==> src/rtl/operand_entry.sv <==
// operand_entry: debounced hex keypad front end that builds two operands.
//
// A raw keypad press level is synchronized, debounced for DEBOUNCE_CYCLES
// stable cycles, executed once, then must be released (debounced low) before
// another key is accepted. Each accepted key edits the operand chosen by SW.
//
// Ports:
//   clk        - single clock, rising edge
//   rst        - synchronous active-high reset
//   key_valid  - raw asynchronous press level (may bounce)
//   key_code   - 0-15 hex digit, 16 backspace, 17 clear target,
//                18 clear both, 19-31 illegal
//   SW         - target select (0 = operandA, 1 = operandB), read only on execute
//   operandA/B - entered operands, zero-extended to 32 bits
//   cntA/cntB  - digits currently held in each operand
//   key_ack    - one-cycle pulse per accepted key
//   err        - one-cycle pulse, coincident with key_ack, on a rejected key
module operand_entry #(
    parameter int DEBOUNCE_CYCLES = 16,
    parameter int MAX_DIGITS      = 4
) (
    input  logic        clk,
    input  logic        rst,
    input  logic        key_valid,
    input  logic [4:0]  key_code,
    input  logic        SW,
    output logic [31:0] operandA,
    output logic [31:0] operandB,
    output logic [3:0]  cntA,
    output logic [3:0]  cntB,
    output logic        key_ack,
    output logic        err
);

    localparam int W  = 4 * MAX_DIGITS;
    localparam int CW = $clog2(DEBOUNCE_CYCLES);
    localparam logic [CW-1:0] LAST = CW'(DEBOUNCE_CYCLES - 1);
    localparam logic [3:0]    MAXC = 4'(MAX_DIGITS);

    localparam logic [1:0] IDLE     = 2'd0;
    localparam logic [1:0] DEBOUNCE = 2'd1;
    localparam logic [1:0] EXECUTE  = 2'd2;
    localparam logic [1:0] RELEASE  = 2'd3;

    logic [1:0]    state;
    logic [CW-1:0] dcnt;
    logic          sync1, sync2;
    logic [4:0]    code_q;

    logic [W-1:0]  op_a, op_b;
    logic [W-1:0]  nxt_a, nxt_b;
    logic [3:0]    nxt_ca, nxt_cb;
    logic [W-1:0]  tgt_op, new_op;
    logic [3:0]    tgt_cnt, new_cnt;
    logic          reject;

    // Two-flop synchronizer for the asynchronous press level.
    always_ff @(posedge clk) begin
        if (rst) begin
            sync1 <= 1'b0;
            sync2 <= 1'b0;
        end else begin
            sync1 <= key_valid;
            sync2 <= sync1;
        end
    end

    // Press / release debounce FSM. The same counter serves both the press
    // debounce and the release debounce.
    always_ff @(posedge clk) begin
        if (rst) begin
            state  <= IDLE;
            dcnt   <= '0;
            code_q <= '0;
        end else begin
            case (state)
                IDLE: begin
                    if (sync2) begin
                        state <= DEBOUNCE;
                        dcnt  <= '0;
                    end
                end
                DEBOUNCE: begin
                    if (!sync2) begin
                        state <= IDLE;
                    end else if (dcnt == LAST) begin
                        state  <= EXECUTE;
                        code_q <= key_code;
                    end else begin
                        dcnt <= dcnt + 1'b1;
                    end
                end
                EXECUTE: begin
                    state <= RELEASE;
                    dcnt  <= '0;
                end
                RELEASE: begin
                    if (sync2) begin
                        dcnt <= '0;
                    end else if (dcnt == LAST) begin
                        state <= IDLE;
                    end else begin
                        dcnt <= dcnt + 1'b1;
                    end
                end
                default: state <= IDLE;
            endcase
        end
    end

    // Next operand values for the key latched in code_q; only committed in
    // EXECUTE, which is also the only place SW matters.
    always_comb begin
        nxt_a   = op_a;
        nxt_b   = op_b;
        nxt_ca  = cntA;
        nxt_cb  = cntB;
        reject  = 1'b0;
        tgt_op  = SW ? op_b : op_a;
        tgt_cnt = SW ? cntB : cntA;
        new_op  = tgt_op;
        new_cnt = tgt_cnt;

        if (code_q < 5'd16) begin
            if (tgt_cnt == 4'd0 && code_q[3:0] == 4'd0) begin
                // leading zero: accepted but changes nothing
            end else if (tgt_cnt < MAXC) begin
                new_op  = (tgt_op << 4) | W'(code_q[3:0]);
                new_cnt = tgt_cnt + 4'd1;
            end else begin
                reject = 1'b1;
            end
        end else if (code_q == 5'd16) begin
            if (tgt_cnt != 4'd0) begin
                new_op  = tgt_op >> 4;
                new_cnt = tgt_cnt - 4'd1;
            end
        end else if (code_q == 5'd17 || code_q == 5'd18) begin
            new_op  = '0;
            new_cnt = '0;
        end else begin
            reject = 1'b1;
        end

        if (SW) begin
            nxt_b  = new_op;
            nxt_cb = new_cnt;
        end else begin
            nxt_a  = new_op;
            nxt_ca = new_cnt;
        end

        if (code_q == 5'd18) begin
            nxt_a  = '0;
            nxt_b  = '0;
            nxt_ca = '0;
            nxt_cb = '0;
        end
    end

    always_ff @(posedge clk) begin
        if (rst) begin
            op_a    <= '0;
            op_b    <= '0;
            cntA    <= '0;
            cntB    <= '0;
            key_ack <= 1'b0;
            err     <= 1'b0;
        end else begin
            key_ack <= 1'b0;
            err     <= 1'b0;
            if (state == EXECUTE) begin
                key_ack <= 1'b1;
                err     <= reject;
                op_a    <= nxt_a;
                op_b    <= nxt_b;
                cntA    <= nxt_ca;
                cntB    <= nxt_cb;
            end
        end
    end

    // Zero-extend the operand registers; bits above 4*MAX_DIGITS stay 0.
    always_comb begin
        operandA        = '0;
        operandB        = '0;
        operandA[W-1:0] = op_a;
        operandB[W-1:0] = op_b;
    end

endmodule

==> config.mk <==
export PLATFORM = sky130hd
export DESIGN_NAME = operand_entry
export DESIGN_NICKNAME = d
export VERILOG_FILES = /design/src/rtl/operand_entry.sv
export SDC_FILE = /design/constraint.sdc
export NUM_CORES = 1
export LEC_CHECK = 0
export BUFFER_PORTS_ARGS = -buffer_cell sky130_fd_sc_hd__buf_4
export CAP_MARGIN = 20
export CORE_MARGIN = 3
export CORE_UTILIZATION = 40
export DETAILED_ROUTE_END_ITERATION = 7
export PLACE_DENSITY = 0.7
export SETUP_SLACK_MARGIN = 0.4
export SLEW_MARGIN = 40
export SYNTH_ARGS = -nofsm -noshare
export SYNTH_HDL_FRONTEND = slang
export SYNTH_SLANG_ARGS = --single-unit
==> constraint.sdc <==
create_clock -name clk -period 3.61 [get_ports clk]
set_clock_uncertainty 0.2 [all_clocks]
set_input_delay 0.361 -clock clk [delete_from_list [all_inputs] [get_ports clk]]
set_output_delay 0.361 -clock clk [all_outputs]
set_load 0.005 [all_outputs]
### Word-level counts from Yosys, hierarchy flattened

Cells that the tools add are included.
Widths: inputs -> output; s select.

| word-level totals | value |
|---|---|
| register bits | 55 |
| input bits | 9 |
| output and inout port bits | 74 |

| operators by class | value |
|---|---|
| $add $sub $neg | 3 |
| $lt $le $gt $ge | 2 |
| equal/unequal tests | 13 |
| multiplexer cells | 39 |
| bitwise logic cells | 2 |
| reduce and logical (&&, ||, !) cells | 13 |

Operators with widths:

| kind | count |
|---|---|
| $mux 16 | 11 |
| $mux 4 | 15 |
| $or 16x4->16 | 1 |
| $pmux 4 s4 | 1 |
| $eq 5x5->1 const B | 3 |
| $mux 2 | 5 |
| $add 4x1->4 const B | 2 |
| $logic_not 4->1 | 2 |
| $ne 2x2->1 const B | 4 |
| $pmux 2 s4 | 1 |
| $mux 1 | 6 |
| $reduce_and 2->1 | 3 |
| $lt 5x5->1 const B | 1 |
| $eq 2x2->1 const B | 2 |
| $eq 4x4->1 const B | 1 |
| $lt 4x3->1 const B | 1 |
| $reduce_and 4->1 | 1 |
| $reduce_bool 4->1 | 1 |
| $sub 4x1->4 const B | 1 |
| $ne 3x3->1 const B | 1 |
| $reduce_and 3->1 | 1 |
| $eq 2x1->1 const B | 1 |
| $logic_not 2->1 | 1 |
| $ne 2x1->1 const B | 1 |
| 5 further kinds | 5 |

### Longest topological paths before layout

Gate-level depths: netlist of the first run.

| depth | value |
|---|---|
| word-level depth | 7 |
| mapped depth | 9 |
| gate-level depth less buffers | 7 |

### Worst setup path before layout of the first run

Ideal clock, no wire load.

| timing | value |
|---|---|
| path kind | in2reg |
| start | input port SW |
| end | register cntA[1] |
| library setup time | 0.086 ns |
| data arrival time | 2.353 ns |
| data required time | 3.324 ns |
| slack | 0.971 ns |
| stages on the path | 8 |
| path buffers | 2 |
| path through | buf_2 mux2i_1 ha_1 buf_1 o21ai_1 o22ai_1 a222oi_1 a211oi_1 |

| on the way | value |
|---|---|
| word-level cells in the longest chain between the ends | 7 |

RTL lines:

| item | line | text |
|---|---|---|
| start: declaration | 26 | `input logic SW,` |
| $mux 4 | 120 | `tgt_cnt = SW ? cntB : cntA;` |
| $sub 4x1->4 (tied with other cells) | 136 | `new_cnt = tgt_cnt - 4'd1;` |
| $mux 4 (tied with other cells) | 134 | `if (tgt_cnt != 4'd0) begin` |
| $mux 4, on equally long branches | 133, 125 |  |
| $mux 4 | 124 | `if (code_q < 5'd16) begin` |
| $mux 4 | 145 | `if (SW) begin` |
| $mux 4 | 153 | `if (code_q == 5'd18) begin` |
| end signal: assignment | 177 | `cntA <= nxt_ca;` |
| end: declaration | 29 | `output logic [3:0] cntA,` |

Parallel ways exist; a longest one is shown, timed or not. The select of a mux whose other input is x is not followed.
A chain may end at the register's enable or synchronous reset.

### Worst setup path in the final report of the first run

| timing | value |
|---|---|
| start | input port SW |
| end | register op_a[7] |

| on the way | value |
|---|---|
| word-level cells in the longest chain between the ends | 7 |

RTL lines:

| item | line | text |
|---|---|---|
| $mux 4 / $mux 16 (equally long branches) | 120, 119 |  |
| $lt 4x3->1 (tied with other cells) | 127 | `end else if (tgt_cnt < MAXC) begin` |
| $mux 16 (tied with other cells) | 127 |  |
| $mux 16, on equally long branches | 125, 133 |  |
| $mux 16 | 124 |  |
| $mux 16 | 145 |  |
| $mux 16 | 153 |  |
| end signal: assignment | 175 | `op_a <= nxt_a;` |
| end: declaration | 50 | `logic [W-1:0] op_a, op_b;` |

Parallel ways exist; a longest one is shown, timed or not. The select of a mux whose other input is x is not followed.

==> metrics.yaml, run 1 <==
clocking:
  cts_sinks: 55
  htreeDepth: 2
  cts_resized: 0
  clockRootBuffer: "clkbuf_8"
  postCtsSetupRepairBufs: 0
  cts_tree: "done"
  path_clk_slew_ps: 100
  numCtsBuffers: 5
  clkLatencyLatePin_ps: 310
  hold_buffers: 0
  cts_buffer_depth: 2
worst_setup_path:
  crit_slowest_cell: "a21boi_2"
  critPathLaunchType: "input port"
  crit_type: "input port to flip-flop"
  reg2reg_slack_ps: 1050
  path_cells: "buf_4 > mux2i_1 > ha_1 > a21boi_2 > nor2_1 > o311a_1 > o32ai_1"
  max_stage_delay_ps: 490
  cp.required_ps: 3630
  cp-end-kind: "flip-flop"
  cp.arrival_ps: 2770
  worstPathMaxFanout: 33
grt:
  grt_pass1_wl_um: 14280
  antenna_found_initial: 0
  met2_usage_pct: 26.91
  first_global_vias: 2848
  busiest_layer: "met2"
  use_met1_pct: 25.76
  grt_max_degree: 65
  grtUsageTotal_pct: 17.68
  overflow: 0
  gr-usage-met3_pct: 3.114
yosys:
  synth_compound_area_share_pct: 22.95
  synth_area_per_cell_um2: 8.224
  synthSimpleGateAreaFrac_pct: 19.54
  ys_seq_area_share_pct: 31.95
  synth-xor-area-share_pct: 0.5084
  syn_area_um2: 3446
  synth_cells: 419
  dominantRegCellSynth: "dfxtp_1"
  synth_top_family_by_area: "compound AO/OA/AOI/OAI gates"
  synth_cell_types: 53
  ys_ff_latch: 55
  synth_fa_ha_area_share_pct: 1.089
  synth_edf_count: 0
  synthMuxAreaShare_pct: 12.67
  synth_warnings: 0
  async_flop_share_pct: 0
floorplan:
  ios: 83
  die_area_um2: 9764
  fp.dieH_um: 98.82
  rows: 33
  die_x_um: 98.82
  start_util_pct: 41.52
  design.core.area_um2: 8299
finish:
  layout_common_cells: "buf_4, dfxtp_1, nor2_1"
  final_nets: 464
  final_util_pct: 46.53
  finalInstanceArea_um2: 3861
  final_common_cell: "buf_4"
  drive_gt1_share_pct: 19.07
  antennaDiodeCount: 0
  syn2layout_area_growth_pct: 12.06
timing:
  slew-limit-headroom_pct: 50.37
  setup_viol: 0
  tightest_slew_ps: 743.7
  rsz0062_at_grt: "false"
  slew_viol_final: 0
  fmax_mhz: 363.7
  tns_ps: 0
  period_share_pct: 76.17
  hold_viol_final: 0
  min_period_ps: 2750
drt:
  viasPerCell: 5.606
  finalWirelength_um: 8946
  drt_pass1_iterations: 5
  drtIter0Drc: 211
  wl_per_cell_um: 16.09
  vias: 3117
  drtAntennaViolNets: 0
  remaining_drc_errors: 0
placement:
  gp_congestion: 0.9061
  portBuffers: 50
  placed_area_um2: 3785
  dpl.hpwl_um: 6467
run_status:
  run_status: "finished, final reports clean"
min_path:
  hold_class: "input port to flip-flop"
power_and_ir_drop:
  irDropWorstVdd_mv: 0.1878
  p_per_area_nw_per_um2: 259.5
  leakage_uw: 0.001513
flow_run:
  drv_cap: 0
## sequential cells by signal (all words and copies together), names as in the netlist, named ones only
signal and count:
cntA 4, cntB 4, code_q 5, dcnt 4
err 1, key_ack 1, op_a 16, op_b 16
state 1, sync1 1, sync2 1
## power by group
part,internal [uW],total [uW],switching [uW]
Clock,129,327,198
Combinational,22.2,64.7,42.5
Sequential,608,610,1.62
Total,760,1000,242
## per-layer routing
layer / share of wire, % / wire (um)
met5: 0 / 0
met4: 0.96 / 86
met3: 6.7 / 596
met2: 45 / 4031
met1: 47 / 4231
## worst max-delay path: cells and delay by family
family,cells,cell delay [ps]
AOI/OAI and AO/OA,3,1100
adders and majority gates,1,460
buffers and inverters,1,370
muxes,1,370
and+or+nand+nor,1,100
## stage by stage
stage	hold WS (ps)	total power (uW)	worst slack [ps]	std cells
finish	63.72	1002	860.3	556
global route	71.23	1040	652.9	556
CTS	74.30	1008	882.7	556
detailed placement	230.5	687.3	547.7	550
global placement	232.8	685.7	541.1	550
floorplan	213.8	699.2	971.3	450
## cell families after synthesis
family,count (synthesis)
DFF,55
muxes,42
adders and majority gates,3
AOI/OAI and AO/OA,112
other,1
buffers and inverters,69
and+or+nand+nor,135
xor gates and xnor gates,2
## final cells by class
type,count,area (um2)
clock buffer,5,68.82
clock inverter,1,7.507
fill,834,4438
inverter,5,18.77
multi-input combinational,326,2091
sequential,55,1101
tap,105,131.4
timing repair buffer,59,442.9
## cells in the mapped netlist, types with 3 or more instances
cell,number,area share (%)
a31oi_1,4,0.73
a311oi_1,10,2.5
nor2b_1,6,1.1
o31ai_1,5,1.1
mux2_2,12,3.9
o221ai_1,3,0.76
o211ai_1,5,1.1
o22ai_1,6,1.1
mux2i_1,29,8.4
a221oi_1,4,1.0
ha_1,3,1.1
o32ai_1,12,3.1
nand2b_1,19,3.4
a211oi_1,10,2.2
inv_1,4,0.44
nand3_1,10,1.5
nor3_1,13,1.9
buf_4,32,7.0
or3_1,5,0.91
buf_2,5,0.73
clkbuf_1,20,2.2
buf_1,7,0.76
dfxtp_1,55,32
o21ai_0,19,2.8
nand2_1,28,3.1
a21oi_1,18,2.6
nor2_1,39,4.2
## final timing paths
kind | from | endpoint | cells past startpoint
hold reg to reg | sync1$_SDFF_PP0_ | sync2$_SDFF_PP0_ | 1
hold / removal | key_valid | sync1$_SDFF_PP0_ | 2
setup reg to reg | cntB[0]$_SDFFE_PP0P_ | op_a[7]$_SDFFE_PP0P_ | 6
setup / recovery | SW | op_a[7]$_SDFFE_PP0P_ | 7
Power figures use the tool's default switching activity.
==> run 2: changes to the inputs <==
Settings changed: PLACE_DENSITY 0.7 to 0.72.
Clock period 3.61 ns to 2.33 ns, I/O delays scaled along.
==> run 2 against run 1 <==
Net effect: sequential cell count unchanged; setup slack got worse by 690 ps; first-iteration DRC count is 17% higher; sequential share of layout area decreased by 5.1 points; highest routed layer unchanged; non-clock buffer count rose by 42; largest cell class unchanged; global-route usage grew 2.6 points; via count rose by 11%; die area did not move; final cell count grew 8.1%.
==> metrics.yaml, run 2 (synthesis gave the netlist of run 1 again) <==
run_status:
  run_status: "finished, final reports clean"
timing:
  tns_ps: 0  # unchanged
  period_share_pct: 92.76
  hold_viol_final: 0  # unchanged
  min_period_ps: 2161
  setup_viol: 0  # unchanged
  whs_ps: 204.3  # +140.6 ps
  slew-limit-headroom_pct: 56.00  # +5.6 points
  fmax_mhz: 462.7
  rsz0062_at_grt: "true"
  slew_viol_final: 0  # unchanged
  tightest_slew_ps: 641.7  # -102.0 ps
floorplan:
  ios: 83  # unchanged
  rows: 33  # unchanged
  start_util_pct: 41.52  # unchanged
  die_area_um2: 9764  # unchanged
  die_x_um: 98.82  # unchanged
  fp.dieH_um: 98.82  # unchanged
  design.core.area_um2: 8299  # unchanged
clocking:
  cts_buffer_depth: 2  # unchanged
  clkLatencyLatePin_ps: 320  # about the same
  path_clk_slew_ps: 110  # about the same
  clockRootBuffer: "clkbuf_8"
  cts_tree: "done"
  numCtsBuffers: 5  # unchanged
  htreeDepth: 2  # unchanged
  cts_sinks: 55  # unchanged
power_and_ir_drop:
  p_per_area_nw_per_um2: 345.5  # +33%
  irDropWorstVdd_mv: 0.2683  # +43%
  leakage_uw: 0.001836  # +21%
worst_setup_path:
  critPathLaunchType: "flip-flop"
  rr_startpoint: "cntB[3]$_SDFFE_PP0P_"
  path_cells: "or3b_4 > a22o_4 > mux2_4 > a222oi_1 > a211oi_1"
  cp-end-kind: "flip-flop"
  worstPathMaxFanout: 2  # -94%
  cp.required_ps: 2320  # -1310 ps
  cp.arrival_ps: 2150  # -620 ps
  crit_path_start: "cntB[3]$_SDFFE_PP0P_"
  crit_slowest_cell: "or3b_4"
  max_stage_delay_ps: 390  # -100 ps
  crit_type: "flip-flop to flip-flop"
grt:
  first_global_vias: 3213  # +13%
  overflow: 0  # unchanged
  grt_pass1_wl_um: 16430  # +15%
  antenna_found_initial: 0  # unchanged
  grt_max_degree: 65  # unchanged
  grtUsageTotal_pct: 20.25  # +2.6 points
finish:
  fillers: 703  # -16%
  syn2layout_area_growth_pct: 38.53
  final_util_pct: 57.52  # +11 points
  antennaDiodeCount: 0  # unchanged
  final_common_cell: "buf_4"
  drive_gt1_share_pct: 38.91  # +20 points
  reg.largest.list: "op_a: 16 flops, op_b: 16 flops, code_q: 5 flops"
  final_nets: 507  # +9.3%
  layout_common_cells: "buf_4, dfxtp_1, nor2_1"
placement:
  gp_congestion: 0.9418  # +3.9%
  dpl.hpwl_um: 7003  # +8.3%
  portBuffers: 50  # unchanged
drt:
  vias: 3454  # +11%
  drt_pass1_iterations: 5  # unchanged
  remaining_drc_errors: 0  # unchanged
  finalWirelength_um: 10540  # +18%
  drtIter0Drc: 246  # +17%
  viasPerCell: 5.747  # +2.5%
  drtAntennaViolNets: 0  # unchanged
  wl_per_cell_um: 17.54  # +9.0%
min_path:
  min_from: "rst"
  hold_class: "input port to flip-flop"
flow_run:
  drv_cap: 0  # unchanged
## run 2: metrics by stage
stage	power [uW]	std cells	cell area (um2)	setup slack, ps
detailed placement	1080	574	4039	51.40
finish	1649	601	4773	168.8
global placement	1079	574	4039	103.3
floorplan	1092	450	3700	132.3
global route	1701	601	4773	133.5
CTS	1648	596	4563	192.5
## run 2: worst max-delay path: cells and delay by family (launching register included)
kind             cells  cell delay [ps]
multiplexers         1              300
AO/OA/AOI/OAI        3              780
AND/OR/NAND/NOR      1              390
flip-flops           1              360
## run 2: path summary, 6_finish.rpt
check | cells after the start | slack, ps | endpoint
min | 2 | 200 | code_q[1]$_SDFFE_PP0P_
max reg2reg | 5 | 170 | cntB[1]$_SDFFE_PP0P_
min reg2reg | 1 | 250 | sync2$_SDFF_PP0_
max | 5 | 170 | cntB[1]$_SDFFE_PP0P_
## run 2: repair_timing
action | CTS | global route
pin swaps | 20 | 7
setup buffers | 8 | 4
endpoints found under the hold margin | 6 | 0
hold buffers | 6 | 0
gates cloned | 0 | 1
endpoints found under the setup margin | 40 | 40
gates resized for setup | 66 | 32
## run 2: report_power, final
part,internal [uW],switching (uW)
clock network,216,345
registers,940,2.52
logic,60.1,84.7
total,1220,433
## run 2: per-layer routing
| layer | share of wire [%] | GRT usage, % | up-vias |
|---|---|---|---|
| met1 | 43 | 27.22 | 1677 |
| met3 | 6.4 | 3.963 | 19 |
| met5 | 0 | 0 | - |
| li1 | - | - | 1628 |
| met4 | 1.8 | 5.357 | 0 |
| met2 | 49 | 33.26 | 130 |
## run 2: layout make-up
cell class	count	area, um2	area share, %
clock inverters	3	23.77	0.4980
multi-input cells	327	2577	54.00
inverters	5	21.27	0.4456
flip-flops and latches	55	1116	23.38
well taps	105	131.4	2.752
repair buffers	101	834.6	17.48
clock buffers	5	68.82	1.442
==> run 3: changes to the inputs <==
Settings changed: CORE_ASPECT_RATIO from default to 0.75.
==> run 3 against run 2 <==
Net effect: cell area is 6.3% higher; fmax is 5.4% lower; final cell count is 0.50% higher; sequential power hardly changed; first-iteration DRC count is 42% higher; register-to-register slack worse by 120 ps; critical path type unchanged; critical endpoint is now op_b[10]$_SDFFE_PP0P_; highest routed layer unchanged.
==> metrics.yaml, run 3 (synthesis gave the netlist of run 1 again) <==
run_status:
  run_status: "finished, final reports clean"
worst_setup_path:
  cp.required_ps: 2300  # -20 ps
  cp-end-kind: "flip-flop"
  crit_type: "flip-flop to flip-flop"
  critPathLaunchType: "flip-flop"
  path_cells: "or3b_4 > buf_4 > buf_8 > a22oi_2 > buf_6 > nand2_2 > a31oi_4 > a311oi_2"
  cp_top_family: "compound AO/OA/AOI/OAI gates"
  crit_slowest_cell: "or3b_4"
  cp.arrival_ps: 2250  # +100 ps
  max_stage_delay_ps: 400  # about the same
  worstPathMaxFanout: 8  # +6
  cp_num_buf_inv: 3  # +3
drt:
  remaining_drc_errors: 0  # unchanged
  viasPerCell: 5.975  # +4.0%
  finalWirelength_um: 11960  # +13%
  drtAntennaViolNets: 0  # unchanged
  vias: 3609  # +4.5%
  wl_per_cell_um: 19.81  # +13%
  drt_pass1_iterations: 6  # +1
  drtIter0Drc: 350  # +42%
timing:
  whs_ps: 173.4  # -30.92 ps
  slew_viol_final: 0  # unchanged
  rsz0062_at_grt: "true"
  tightest_slew_ps: 734.5  # +92.76 ps
  min_period_ps: 2284  # +122.4 ps
  period_share_pct: 98.01  # +5.3 points
  hold_viol_final: 0  # unchanged
  setup_viol: 0  # unchanged
  slew-limit-headroom_pct: 49.64  # -6.4 points
  fmax_mhz: 437.9  # -5.4%
grt:
  first_global_vias: 3489  # +8.6%
  overflow: 0  # unchanged
  grtUsageTotal_pct: 22.97  # +2.7 points
  grt_pass1_wl_um: 18100  # +10%
  grt_max_degree: 43  # -34%
  antenna_found_initial: 0  # unchanged
clocking:
  htreeDepth: 2  # unchanged
  cts_sinks: 55  # unchanged
  cts_tree: "done"
  path_clk_slew_ps: 80  # -30 ps
  clkLatencyLatePin_ps: 310  # about the same
  clockRootBuffer: "clkbuf_16"
  cts_buffer_depth: 2  # unchanged
  numCtsBuffers: 5  # unchanged
placement:
  placed_area_um2: 4044  # +0.12%
  portBuffers: 50  # unchanged
  gp_congestion: 0.9646  # +2.4%
  dp_cells: 568  # -1.0%
  dpl.hpwl_um: 7280  # +4.0%
finish:
  final_cells: 604  # +0.50%
  layout_common_cells: "buf_4, dfxtp_1, nor2_1"
  final_common_cell: "buf_4"
  final_nets: 510  # +0.59%
  reg.largest.list: "op_a: 16 flops, op_b: 16 flops, code_q: 5 flops"
  finalInstanceArea_um2: 5074  # +6.3%
  drive_gt1_share_pct: 42.69  # +3.8 points
  antennaDiodeCount: 0  # unchanged
  syn2layout_area_growth_pct: 47.24
floorplan:
  die_x_um: 113.2  # +15%
  start_util_pct: 42.40  # +0.88 points
  design.core.area_um2: 8128  # -2.1%
  fp.dieH_um: 86.38  # -13%
  die_area_um2: 9776  # +0.11%
  rows: 28  # -15%
  ios: 83  # unchanged
power_and_ir_drop:
  irDropWorstVdd_mv: 0.3399  # +27%
  leakage_uw: 0.001976  # +7.6%
  p_per_area_nw_per_um2: 392.9  # +14%
min_path:
  hold_class: "input port to flip-flop"
flow_run:
  drv_cap: 0  # unchanged
[run 3: timing repair]
item                       4_1_cts  5_1_grt
setup endpoints to repair       40       40
hold endpoints to repair         6        0
pin swaps                       22       23
resized for setup               65       60
cloned                           2        0
buffers inserted                16        4
hold buffers                     6        0
[run 3: per-stage QoR]
step	utilization [%]	power (uW)	setup WS [ps]	TNS, ps
after global placement	49.75	1082	121.5	0
final	62.42	1993	46.39	0
after global routing	62.42	2054	-2.267	-2.267
after detailed placement	49.75	1084	37.58	0
after CTS	58.17	1977	117.6	0
after floorplan	-	1092	132.3	0
[run 3: metal layers]
layer / track usage, % / share of wire [%] / up-vias
met5: 0 / 0 / -
met3: 5.792 / 8.5 / 40
met4: 5.349 / 2.3 / 0
met1: 30.62 / 40 / 1719
met2: 37.69 / 49 / 203
li1: - / - / 1647
[run 3: final timing paths]
path              cells after the start               endpoint  slack (ps)                 start
setup / recovery                      8  op_b[10]$_SDFFE_PP0P_          50  cntB[2]$_SDFFE_PP0P_
hold / removal                        2       sync1$_SDFF_PP0_         170                   rst
setup reg to reg                      8  op_b[10]$_SDFFE_PP0P_          50  cntB[2]$_SDFFE_PP0P_
hold reg to reg                       1       sync2$_SDFF_PP0_         250      sync1$_SDFF_PP0_
[run 3: cell type report]
type	instances	area [um2]
clock buffer	5	125.1
clock inverter	3	46.29
sequential	55	1121
tap	105	131.4
timing repair buffer	105	944.7
multi-input combinational	326	2684
inverter	5	21.27
fill	657	3054
[run 3: power breakdown]
part	total (uW)	internal, uW	leakage [uW]	switching [uW]
Clock	897	512	0.0000804	385
Sequential	941	939	0.000449	2.65
Combinational	155	64.0	0.00145	91.0
